--- src/rtl/spec_hist_pkg.sv ---
// Shared constants for the pulse-height histogrammer: FSM encoding, default geometry
// and the drop counter ceiling.
package spec_hist_pkg;

    localparam int DWIDTH_DEF = 16;
    localparam int AWIDTH_DEF = 9;
    localparam int WORDS_DEF  = 512;
    localparam int CHW_DEF    = 12;

    localparam logic [1:0] ST_IDLE = 2'd0;
    localparam logic [1:0] ST_RD   = 2'd1;
    localparam logic [1:0] ST_WR   = 2'd2;
    localparam logic [1:0] ST_CLR  = 2'd3;

    localparam logic [15:0] DROP_MAX = 16'hFFFF;

endpackage

--- src/rtl/spec_histogrammer.sv ---
// Builds a pulse-height spectrum in an external dual-port RAM (port 1): one saturating
// read-modify-write per accepted event, plus a full-RAM zero sweep on clear.
module spec_histogrammer
    import spec_hist_pkg::*;
#(
    parameter int DWIDTH = DWIDTH_DEF,
    parameter int AWIDTH = AWIDTH_DEF,
    parameter int WORDS  = WORDS_DEF,
    parameter int CHW    = CHW_DEF
) (
    input  logic              clk,
    input  logic              rst_n,
    input  logic              acq_en,
    input  logic              ev_stb,
    input  logic [CHW-1:0]    ev_adc,
    input  logic              clr_req,
    output logic              busy,
    output logic              clr_busy,
    output logic              mem_load,
    output logic [AWIDTH-1:0] mem_addr,
    output logic [DWIDTH-1:0] mem_d,
    input  logic [DWIDTH-1:0] mem_q,
    output logic [31:0]       ev_count,
    output logic [15:0]       drop_count,
    output logic              sat_flag
);

    logic [1:0]        state_q, state_d;
    logic [AWIDTH-1:0] bin_q, bin_d;
    logic [AWIDTH-1:0] clr_addr_q, clr_addr_d;
    logic              clr_pend_q, clr_pend_d;
    logic [31:0]       ev_cnt_q, ev_cnt_d;
    logic [15:0]       drop_q, drop_d;
    logic              sat_q, sat_d;

    logic              ev_valid;
    logic              accept;
    logic              clr_go;
    logic              q_full;
    logic [AWIDTH-1:0] bin_sel;
    logic              unused_adc;

    assign ev_valid   = ev_stb && acq_en;
    assign q_full     = (mem_q == {DWIDTH{1'b1}});
    // Bins use the most significant ADC bits; the rest only feed a parity sink.
    assign bin_sel    = ev_adc[CHW-1 -: AWIDTH];
    assign unused_adc = ^ev_adc;

    always_comb begin
        state_d    = state_q;
        bin_d      = bin_q;
        clr_addr_d = clr_addr_q;
        clr_pend_d = clr_pend_q;
        ev_cnt_d   = ev_cnt_q;
        drop_d     = drop_q;
        sat_d      = sat_q;
        accept     = 1'b0;
        clr_go     = 1'b0;

        case (state_q)
            ST_IDLE: begin
                if (clr_req || clr_pend_q) begin
                    clr_go     = 1'b1;
                    clr_pend_d = 1'b0;
                    clr_addr_d = '0;
                    state_d    = ST_CLR;
                end else if (ev_valid) begin
                    accept  = 1'b1;
                    bin_d   = bin_sel;
                    state_d = ST_RD;
                end
            end
            ST_RD: begin
                if (clr_req) clr_pend_d = 1'b1;
                state_d = ST_WR;
            end
            ST_WR: begin
                if (clr_req) clr_pend_d = 1'b1;
                if (q_full) sat_d = 1'b1;
                state_d = ST_IDLE;
            end
            ST_CLR: begin
                clr_addr_d = clr_addr_q + 1'b1;
                if (clr_addr_q == AWIDTH'(WORDS - 1)) state_d = ST_IDLE;
            end
            default: state_d = ST_IDLE;
        endcase

        // A clear wipes the statistics, including any strobe lost in the same cycle.
        if (clr_go) begin
            ev_cnt_d = '0;
            drop_d   = '0;
            sat_d    = 1'b0;
        end else begin
            if (accept) ev_cnt_d = ev_cnt_q + 32'd1;
            if (ev_valid && !accept && drop_q != DROP_MAX) drop_d = drop_q + 16'd1;
        end
    end

    always_ff @(posedge clk or negedge rst_n) begin
        if (!rst_n) begin
            state_q    <= ST_IDLE;
            bin_q      <= '0;
            clr_addr_q <= '0;
            clr_pend_q <= 1'b0;
            ev_cnt_q   <= '0;
            drop_q     <= '0;
            sat_q      <= 1'b0;
        end else begin
            state_q    <= state_d;
            bin_q      <= bin_d;
            clr_addr_q <= clr_addr_d;
            clr_pend_q <= clr_pend_d;
            ev_cnt_q   <= ev_cnt_d;
            drop_q     <= drop_d;
            sat_q      <= sat_d;
        end
    end

    // RAM port is decoded from registered state only, so reset drops mem_load at once.
    always_comb begin
        mem_load = 1'b0;
        mem_addr = '0;
        mem_d    = '0;
        case (state_q)
            ST_RD: mem_addr = bin_q;
            ST_WR: begin
                mem_load = 1'b1;
                mem_addr = bin_q;
                mem_d    = q_full ? mem_q : mem_q + 1'b1;
            end
            ST_CLR: begin
                mem_load = 1'b1;
                mem_addr = clr_addr_q;
            end
            default: ;
        endcase
    end

    assign busy       = (state_q != ST_IDLE);
    assign clr_busy   = (state_q == ST_CLR);
    assign ev_count   = ev_cnt_q;
    assign drop_count = drop_q;
    assign sat_flag   = sat_q;

endmodule
--- config.mk ---
export PLATFORM = sky130hd
export DESIGN_NAME = spec_histogrammer
export DESIGN_NICKNAME = d
export VERILOG_FILES = /design/src/rtl/spec_hist_pkg.sv /design/src/rtl/spec_histogrammer.sv
export SDC_FILE = /design/constraint.sdc
export NUM_CORES = 1
export LEC_CHECK = 0
export ABC_AREA = 0
export CAP_MARGIN = 30
export CELL_PAD_IN_SITES_DETAIL_PLACEMENT = 0
export CELL_PAD_IN_SITES_GLOBAL_PLACEMENT = 1
export CORE_ASPECT_RATIO = 0.7
export CORE_UTILIZATION = 30
export DETAILED_ROUTE_END_ITERATION = 8
export PLACE_DENSITY = 0.76
export SLEW_MARGIN = 20
export SYNTH_ARGS = -nofsm -noshare
export SYNTH_HDL_FRONTEND = slang
export SYNTH_SLANG_ARGS = --single-unit
--- constraint.sdc ---
create_clock -name clk -period 2.55 [get_ports clk]
set_input_delay 0.255 -clock clk [delete_from_list [all_inputs] [get_ports clk]]
set_output_delay 0.255 -clock clk [all_outputs]
set_load 0.01 [all_outputs]
== Word-level counts from Yosys, hierarchy flattened ==
Index checks and enable logic that the tools add are counted.

* Input bits: 33
* Register bits after elaboration: 70
* Logic and storage cells: 67

* Reduce and logical (&&, ||, !) cells: 20
* Bitwise gates (word level): 1
* Muxes and demuxes: 25
* Eq/ne operators: 10
* $add $sub $neg: 4

{| class="wikitable"
|+ Operators with widths
! cell !! count
|-
| 16-bit two-way mux || 4
|-
| 32-bit two-way mux || 2
|-
| 9-bit case mux with 2 select lines || 2
|-
| 16-bit by 1-bit adder with 16-bit output, second input constant || 2
|-
| 32-bit by 1-bit adder with 32-bit output, second input constant || 1
|-
| 16-bit == test, second input constant || 1
|-
| 16-bit != test, second input constant || 1
|-
| 2-bit nonzero test || 7
|-
| 1-bit two-way mux || 11
|-
| 9-bit by 1-bit adder with 9-bit output, second input constant || 1
|-
| 9-bit == test, second input constant || 1
|-
| 9-bit two-way mux || 1
|-
| 2-bit case mux with 4 select lines || 1
|-
| 2-bit two-way mux || 3
|-
| 2-bit AND reduction || 3
|-
| 3-bit AND reduction || 2
|-
| 2-bit == test, second input constant || 2
|-
| 2-bit by 1-bit != test with 1-bit output, second input constant || 2
|-
| 2-bit OR reduction || 2
|-
| 1-bit logical AND || 3
|-
| 3-bit != test, second input constant || 1
|-
| 2-bit by 1-bit == test with 1-bit output, second input constant || 1
|-
| 2-bit logical NOT || 1
|-
| 2-bit != test, second input constant || 1
|-
| other kinds (4) || 4
|}

== Longest topological paths before layout ==
* Depth in word-level cells: 9
* Gate-level depth with buffers: 8
* Depth with buffers taken out: 7

== Least setup slack after synthesis ==
OpenSTA, ideal clock, no wires.

* Path type: register -> register
* From: register state_q[0]
* To: register drop_q[12], in the netlist drop_count[12]
* Path buffers: 1
* Setup slack: 0.497 ns
* Data required time: 2.472 ns
* Setup time: 0.078 ns
* Stages on the path, launching flop included: 8
* Data arrival time: 1.975 ns
* Path through: dfrtp_1 -> inv_1 -> ha_1 -> nor3b_1 -> or4_1 -> clkbuf_2 -> or4_1 -> a21oi_1

* Word-level cells in the longest chain between the ends: 6
* Elaborated cells on any way between the ends: 8
* Classes of those cells: mux (3); reduce/logical (5)

{| class="wikitable"
|+ RTL lines
! what !! RTL line !! source
|-
| start: declaration || spec_histogrammer.sv:28 || <nowiki>logic [1:0] state_q, state_d;</nowiki>
|-
| start signal: assignment || spec_histogrammer.sv:110 || <nowiki>state_q <= state_d;</nowiki>
|-
| 2-bit logical NOT (*) || spec_histogrammer.sv:60 || <nowiki>case (state_q)</nowiki>
|-
| 1-bit two-way mux || spec_histogrammer.sv:60 ||
|-
| 1-bit logical NOT || spec_histogrammer.sv:96 || <nowiki>if (ev_valid && !accept && drop_q != DROP_MAX) drop_d = drop_q + 16'd1;</nowiki>
|-
| 1-bit logical AND (2 in series) || spec_histogrammer.sv:96 ||
|-
| 2-bit nonzero test (no source line) || - ||
|-
| end signal: assignment || spec_histogrammer.sv:115 || <nowiki>drop_q <= drop_d;</nowiki>
|-
| end: declaration || spec_histogrammer.sv:33 || <nowiki>logic [15:0] drop_q, drop_d;</nowiki>
|}

Mark *: on every way between the ends. The rest lies on a longest branch, timed or not.
A chain may end at the register's enable or synchronous reset.

== Worst setup path in the final report ==
* From: input port mem_q[4]
* To: output port mem_d[15]

* Word-level cells in the longest chain between the ends: 3
* Elaborated cells on any way between the ends: 4
* Classes of those cells: add/sub (1); eq/ne (1); mux (2)

{| class="wikitable"
|+ RTL lines
! what !! RTL line !! source
|-
| start: declaration || spec_histogrammer.sv:22 || <nowiki>input logic [DWIDTH-1:0] mem_q,</nowiki>
|-
| 16-bit by 1-bit adder with 16-bit output / 16-bit == test (equally long branches) || spec_histogrammer.sv:130, spec_histogrammer.sv:44 ||
|-
| 16-bit two-way mux (*) || spec_histogrammer.sv:130 || <nowiki>mem_d = q_full ? mem_q : mem_q + 1'b1;</nowiki>
|-
| 16-bit two-way mux (*) || spec_histogrammer.sv:125 || <nowiki>case (state_q)</nowiki>
|-
| end: declaration || spec_histogrammer.sv:21 || <nowiki>output logic [DWIDTH-1:0] mem_d,</nowiki>
|}

Marks and branches as above.

==> impl_summary.log <==
[metrics] count of boundary I/O pins: 110
[metrics] endpoint arrival time on the critical path: 2.18 ns
[metrics] Worst Slack Setup Final: 0.115 ns
[metrics] commonest register cell after synthesis: sky130_fd_sc_hd__dfrtp_1
[metrics] Die W: 145 µm
[metrics] number of vias in the routed layout: 4421
[metrics] share of the synthesized area in the top cell type: 40.7%
[metrics] weighted congestion reported at the end of routability-driven placement: 0.813
[metrics] worst reg-to-reg setup slack: 0.23 ns
[metrics] peak ir drop on the vdd network: 453 µV
[metrics] clock tree skew after final layout: 0.00835 ns
[metrics] CTS clock-pin slew for the worst setup and hold paths: 0.06 ns
[metrics] minimum period implied by the final worst setup slack: 2.43 ns
[metrics] count of inserted antenna diode cells: 0
[metrics] Critical Path Slowest Stage Cell: sky130_fd_sc_hd__clkdlybuf4s50_1
[metrics] worst min-delay path class: primary input to async pin
[metrics] gate count of the mapped netlist: 489
[metrics] overall fraction of global-route tracks in use: 17.9%
[metrics] Design Power: 4.35 mW
[metrics] highest achievable clock rate: 411 MHz
[metrics] fillcell total: 1387
[metrics] core footprint: 14000 µm²
[metrics] TritonCTS clock tree: done
[metrics] fraction of registers with async set or reset after synthesis: 100%
[metrics] post-synthesis cell type count: 49
[metrics] most frequently used cell type in the post-synthesis netlist: sky130_fd_sc_hd__dfrtp_1
[metrics] height of the die: 102 µm
[metrics] final routed wire length divided by cell count: 15.8 µm
[metrics] Final Hold Violating Endpoints: 0
[metrics] largest cells by area after synthesis: sky130_fd_sc_hd__dfrtp_1, sky130_fd_sc_hd__a21oi_1, sky130_fd_sc_hd__o31ai_1
[metrics] crit path capture type: output port
[metrics] max_cap viols: 0
[metrics] type of element launching the critical path: primary input
[metrics] Remaining Overflow, GRT: 0
[metrics] Worst Path Class, Setup: primary input to output port
[metrics] yosys synthesis warning count: 0
[metrics] library cell appearing most often on the critical path: sky130_fd_sc_hd__buf_4
[metrics] initial antenna violation count: 0
[metrics] share of layout cells above drive strength 1: 13.9%
[metrics] tightest slew margin relative to the limit: 60.6%
[metrics] Fin Hold WS: 0.459 ns
[metrics] outcome: finished, final reports clean
[metrics] slew of the pin with the lowest slew margin: 0.590 ns
[metrics] Clock H-tree levels: 3
[metrics] final net count: 672
[metrics] family with the most delay on the worst path: buffers and inverters
[metrics] post-DP HPWL: 9460 µm
[metrics] power density normalized to cell area: 701 nW/µm²
[metrics] number of global-route vias before repair: 4267
[metrics] number of DRC violations after detailed routing: 0
[metrics] global-route wire length before repair: 21400 µm
[metrics] first drt pass iteration count: 5
[metrics] Mapped Area: 4310 µm²
[metrics] Routed Antenna Nets: 0
[metrics] maximum buffer depth of the clock tree: 2
[metrics] clock net sink count: 70
[metrics] FF+latch count, synth: 70
[metrics] synthesis-to-layout area growth: 44.0%
[metrics] post-layout util: 44.4%
[metrics] count of flip-flops with a built-in enable after synthesis: 0
[metrics] count of standard-cell rows: 36
[metrics] Total Wirelength: 13000 µm
[metrics] maximum single-stage delay on the critical path: 0.52 ns
[metrics] CP Data Required Time: 2.30 ns
[metrics] count of buffers inserted at the top-level ports: 106
[metrics] Iter 0 DRT Violations: 302
[metrics] static leakage: 2.49 nW
[metrics] top fanout value on the critical path: 4
[metrics] pin count of the biggest net entering global routing: 48
[metrics] Synth top cells by count: sky130_fd_sc_hd__dfrtp_1, sky130_fd_sc_hd__a21oi_1, sky130_fd_sc_hd__nor2_1
[metrics] average footprint of a synthesized cell: 8.81 µm²
[metrics] post-synthesis sequential area ratio: 40.7%
[metrics] initial cell density of the core: 30.9%
[metrics] Buf+Inv Stages, Crit Path: 4
[metrics] root cell of the clock tree: sky130_fd_sc_hd__clkbuf_16
[metrics] die area: 14900 µm²
[metrics] Synthesized Nets: 531
[metrics] via density per instance: 5.36
[metrics] pre-CTS WS: -0.188 ns
[metrics] final non-filler cell total: 825
[metrics] Slew Viols, Final: 0
[metrics] post-placement cell count: 799
[metrics] cell type with the largest total area after synthesis: sky130_fd_sc_hd__dfrtp_1
[metrics] CP cell instances: clkdlybuf4s50_1 > nand4_1 > nor4_4 > buf_4 > buf_4 > nand4b_1 > o211a_1 > dlygate4sd2_1
[metrics] Clock Latency Late Sink: 0.33 ns
[metrics] fraction of the cycle the final worst path needs: 95.5%
[metrics] number of buffers inserted during clock tree synthesis: 9
[metrics] number of failing setup endpoints in the final timing report: 0
per-layer routing:
| metal | vias to the layer above | wire length (µm) | GRT usage, % |
|---|---|---|---|
| li1 | 2159 | - | - |
| met1 | 2129 | 6470 | 25.3 |
| met2 | 119 | 5820 | 28.1 |
| met3 | 14 | 606 | 3.66 |
| met4 | 0 | 106 | 4.13 |
| met5 | - | 0 | 0 |
report_power, final:
group          leakage (nW)  internal [mW]  total (mW)  switching, mW
sequential            0.953           1.26        1.40          0.140
clock                 0.131          0.688        1.20          0.509
combinational          1.41          0.791        1.75          0.956
repair_timing:
action / 4_1_cts / 5_1_grt
pin swaps: 2 / 1
endpoints found under the hold margin: 23 / 0
setup buffers: 7 / 2
endpoints found under the setup margin: 16 / 11
hold buffers: 1 / 0
gates resized for setup: 20 / 7
worst paths after layout:
check	startpoint	end	cells past startpoint
worst max-delay path	mem_q[4]	mem_d[15]	8
worst min-delay path	rst_n	drop_count[10]	2
worst max register to register	state_q[0]	ev_count[27]	8
worst min register to register	bin_q[5]	bin_q[5]	1
max in group asynchronous	rst_n	ev_count[10]	3
min in group clk	bin_q[5]	bin_q[5]	1
logic make-up after synthesis:
| logic type | Yosys count | share of synthesized area (%) |
|---|---|---|
| AO/OA/AOI/OAI | 133 | 19.1 |
| XOR/XNOR | 9 | 1.83 |
| adder cells (fa/ha/maj) | 9 | 2.61 |
| buffers and inverters | 45 | 4.10 |
| flip-flops | 70 | 40.7 |
| multiplexers | 20 | 4.94 |
| AND/OR/NAND/NOR | 203 | 26.7 |
registers in the layout (all words and copies together), names as in the netlist:
register    cells
state_q         2
ev_count       32
clr_addr_q      9
sat_flag        1
drop_count     16
clr_pend_q      1
bin_q           9
placed cells by master, fill, tap and decap left out, types with 3 or more instances in the layout:
cell | netlist | final
sky130_fd_sc_hd__or2_2 | 7 | 7
sky130_fd_sc_hd__o41ai_1 | 6 | 6
sky130_fd_sc_hd__and3_1 | 8 | 8
sky130_fd_sc_hd__clkinvlp_4 | 0 | 4
sky130_fd_sc_hd__clkdlybuf4s50_1 | 0 | 87
sky130_fd_sc_hd__a211oi_1 | 4 | 4
sky130_fd_sc_hd__mux2_1 | 8 | 8
sky130_fd_sc_hd__or4b_1 | 4 | 4
sky130_fd_sc_hd__or4_1 | 20 | 20
sky130_fd_sc_hd__and2_1 | 5 | 5
sky130_fd_sc_hd__nand3_1 | 26 | 26
sky130_fd_sc_hd__inv_1 | 16 | 15
sky130_fd_sc_hd__and4_1 | 11 | 11
sky130_fd_sc_hd__ha_1 | 9 | 5
sky130_fd_sc_hd__nor3_1 | 9 | 8
sky130_fd_sc_hd__dlygate4sd2_1 | 0 | 15
sky130_fd_sc_hd__buf_4 | 0 | 49
sky130_fd_sc_hd__a22oi_1 | 8 | 8
sky130_fd_sc_hd__nor2_1 | 37 | 36
sky130_fd_sc_hd__a21oi_1 | 47 | 47
sky130_fd_sc_hd__xnor2_1 | 3 | 3
sky130_fd_sc_hd__nor4_1 | 5 | 5
sky130_fd_sc_hd__ha_2 | 0 | 4
sky130_fd_sc_hd__xor2_1 | 6 | 6
sky130_fd_sc_hd__or3_1 | 16 | 16
sky130_fd_sc_hd__o21ai_0 | 28 | 28
sky130_fd_sc_hd__o31ai_1 | 20 | 20
sky130_fd_sc_hd__a31oi_1 | 6 | 6
sky130_fd_sc_hd__nand4_1 | 19 | 19
sky130_fd_sc_hd__mux2i_1 | 10 | 10
sky130_fd_sc_hd__nand2_1 | 29 | 29
sky130_fd_sc_hd__dfrtp_1 | 70 | 70
sky130_fd_sc_hd__clkbuf_16 | 0 | 9
per-stage QoR:
| stage | TNS (ns) | area, µm² |
|---|---|---|
| after global routing | -0.00580 | 6200 |
| after detailed placement | -1.97 | 5830 |
| final | 0 | 6200 |
| after CTS | 0 | 6170 |
| after floorplan | 0 | 4310 |
| after global placement | -1.24 | 5830 |
area by class of cell:
| type | instances | area (µm²) | area share (%) |
|---|---|---|---|
| clock buffers | 10 | 239 | 3.85 |
| clock inverters | 6 | 45.0 | 0.726 |
| inverters | 17 | 67.6 | 1.09 |
| multi-input cells | 374 | 2410 | 38.8 |
| flip-flops and latches | 70 | 1750 | 28.2 |
| well taps | 190 | 238 | 3.83 |
| repair buffers | 158 | 1460 | 23.5 |
Note: power is estimated with default switching activity, not from simulation.
==> RTL change (same settings) <==
Reset style: synchronous (`rst_n`), changed in one clocked block.
--- a/src/rtl/spec_histogrammer.sv
+++ b/src/rtl/spec_histogrammer.sv
@@ -97,7 +97,7 @@
         end
     end
 
-    always_ff @(posedge clk or negedge rst_n) begin
+    always_ff @(posedge clk) begin
         if (!rst_n) begin
             state_q    <= ST_IDLE;
             bin_q      <= '0;
Behaviour: differs if rst_n is asserted again (counterexample within 4 cycles, from zero or initial values and one cycle with rst_n low); with rst_n held inactive, the same outputs for 10 cycles.
==> RTL change against the unedited design <==
Sequential cell count is the same; via count rose by 1.5%; area after synthesis shrank 6.8%; die area fell by 6.7%; critical path type is now flip-flop to output pin; global-route usage increased by 0.99 points; largest power group is now the clock network; hold slack got worse by 3.3 ps; wire length is 1.7% lower; sequential share of layout area decreased by 4.1 points; first-iteration DRC count decreased by 6.6%; combinational power down 35%; largest cell class unchanged; final area down 6.5%; worst setup slack got worse by 36 ps; critical endpoint is now mem_addr[7]; total power decreased by 19%.
==> RTL change: results (changes against the unedited design) <==
Leak Pwr 1.93 nW (was 2.49 nW); Fillers 1244 (was 1387); Critical Path Fanout Max 18 (was 4); critical path data arrival time 2220 ps (was 2180 ps); initial antenna violation count 0 (unchanged); VDD IR max 427 uV (was 453 uV); largest cells by area after synthesis dfxtp_1, a21oi_1, or4_1 (was dfrtp_1, a21oi_1, o31ai_1); vias in the first global route 4148 (was 4267); status finished, final reports clean (unchanged); Tot GR Track Use 0.189 (was 0.179); Slew headroom 0.542 (was 0.606); Mapped Nets 548 (was 531); Final Net Count 682 (was 672); Pre-antenna DRT Iters 5 (unchanged); synth warn 0 (unchanged); Iter 0 DRT Violations 282 (was 302); H-tree depth 3 (unchanged); Worst Clk Skew 7.70 ps (was 8.35 ps); ANT cells 0 (unchanged); async set-or-reset flop fraction in the synthesized netlist 0 (was 1.00); Worst Hold Class flip-flop to flip-flop (was primary input to asynchronous set/reset pin); register area share after synthesis 0.349 (was 0.407); wire per inst 15.8 um (about the same); layout cells sized above 1 0.126 (was 0.139); Clock Pin Slew Worst Setup and Hold Paths 60 ps (about the same); dpl cell area 5480 um2 (was 5830 um2); largest net degree at the start of global routing 33 (was 48); Synth cell types 53 (was 49); clock buffer depth 2 (unchanged); Routability Congestion 0.818 (was 0.813); first-pass GRT wire length 20900 um (was 21400 um); commonest cells in the netlist dfxtp_1, nand2_1, a21oi_1 (was dfrtp_1, a21oi_1, nor2_1); IO Port Bufs 106 (unchanged); max reg flops 32 (unchanged); Vias 4487 (was 4421); DP HPWL 9160 um (was 9460 um)
-- RTL change: cell types whose count changed in the layout (fill, tap and decap cells not counted), moves of 6 or more --
cell and change:
dfrtp_1 -70, dfxtp_1 +70, dlygate4sd2_1 -7, mux2_1 -8, nand2_1 +22, nor4_1 +6
o21ai_0 -11, or4_1 +9, xnor2_1 +9
-- RTL change: routing by layer --
| layer | vias up | share of wire | GRT usage |
|---|---|---|---|
| met4 | 0 | 0.011 | 0.0609 |
| met2 | 148 | 0.43 | 0.281 |
| met1 | 2128 | 0.50 | 0.269 |
| li1 | 2197 | - | - |
| met3 | 14 | 0.060 | 0.0408 |
| met5 | - | 0 | 0 |
-- RTL change: power breakdown --
part           leakage [nW]  switching [mW]  total [mW]  internal, mW
Sequential            0.565          0.0417        1.18          1.13
Combinational          1.23           0.666        1.13         0.462
Clock                 0.134           0.484        1.24         0.753
-- RTL change: logic make-up (layout without fill, tap and decap cells) --
family	count (synthesis)	after routing	share of synthesized area
XOR/XNOR	15	15	0.0327
multiplexers	7	7	0.0174
AO/OA/AOI/OAI	120	120	0.188
flip-flops	70	70	0.349
AND/OR/NAND/NOR	247	247	0.347
buffers and inverters	38	177	0.0380
adder cells (fa/ha/maj)	9	9	0.0280
-- RTL change: cell type report --
cell class              count  share of cell area
flip-flops and latches     70               0.242
well taps                 162              0.0350
clock buffers              10              0.0395
clock inverters             6              0.0108
inverters                  11             0.00712
repair buffers            150               0.236
multi-input cells         398               0.430
-- RTL change: worst paths after layout --
check	slack, ps	endpoint	start	cells past startpoint
max	80	mem_addr[7]	state_q[0]	4
min	460	bin_q[7]	bin_q[7]	2
max reg2reg	440	ev_count[24]	state_q[0]	8
min reg2reg	460	bin_q[7]	bin_q[7]	2
-- RTL change: worst max-delay path: stages, from the launching register on --
cell and delay, ps:
dfxtp_1 380, ha_1 620, a22oi_1 160, nor2_1 160, clkdlybuf4s50_1 550
-- RTL change: what timing repair did --
item | 4_1_cts | 5_1_grt
hold endpoints to repair | 0 | 0
pin swaps | 0 | 3
endpoints found under the setup margin | 15 | 18
gates resized for setup | 22 | 15
buffers inserted | 2 | 0
-- RTL change: per-stage QoR --
| stage | utilization | setup slack, ps | std cells | hold slack [ps] | setup TNS [ps] |
|---|---|---|---|---|---|
| floorplan | - | 383 | 506 | 373 | 0 |
| global placement | 0.431 | -231 | 789 | 446 | -2200 |
| detailed placement | 0.431 | -260 | 789 | 449 | -2540 |
| CTS | 0.455 | -1.60 | 807 | 451 | -1.60 |
| global route | 0.456 | -68.9 | 807 | 470 | -68.9 |
| finish | 0.456 | 78.6 | 807 | 456 | 0 |
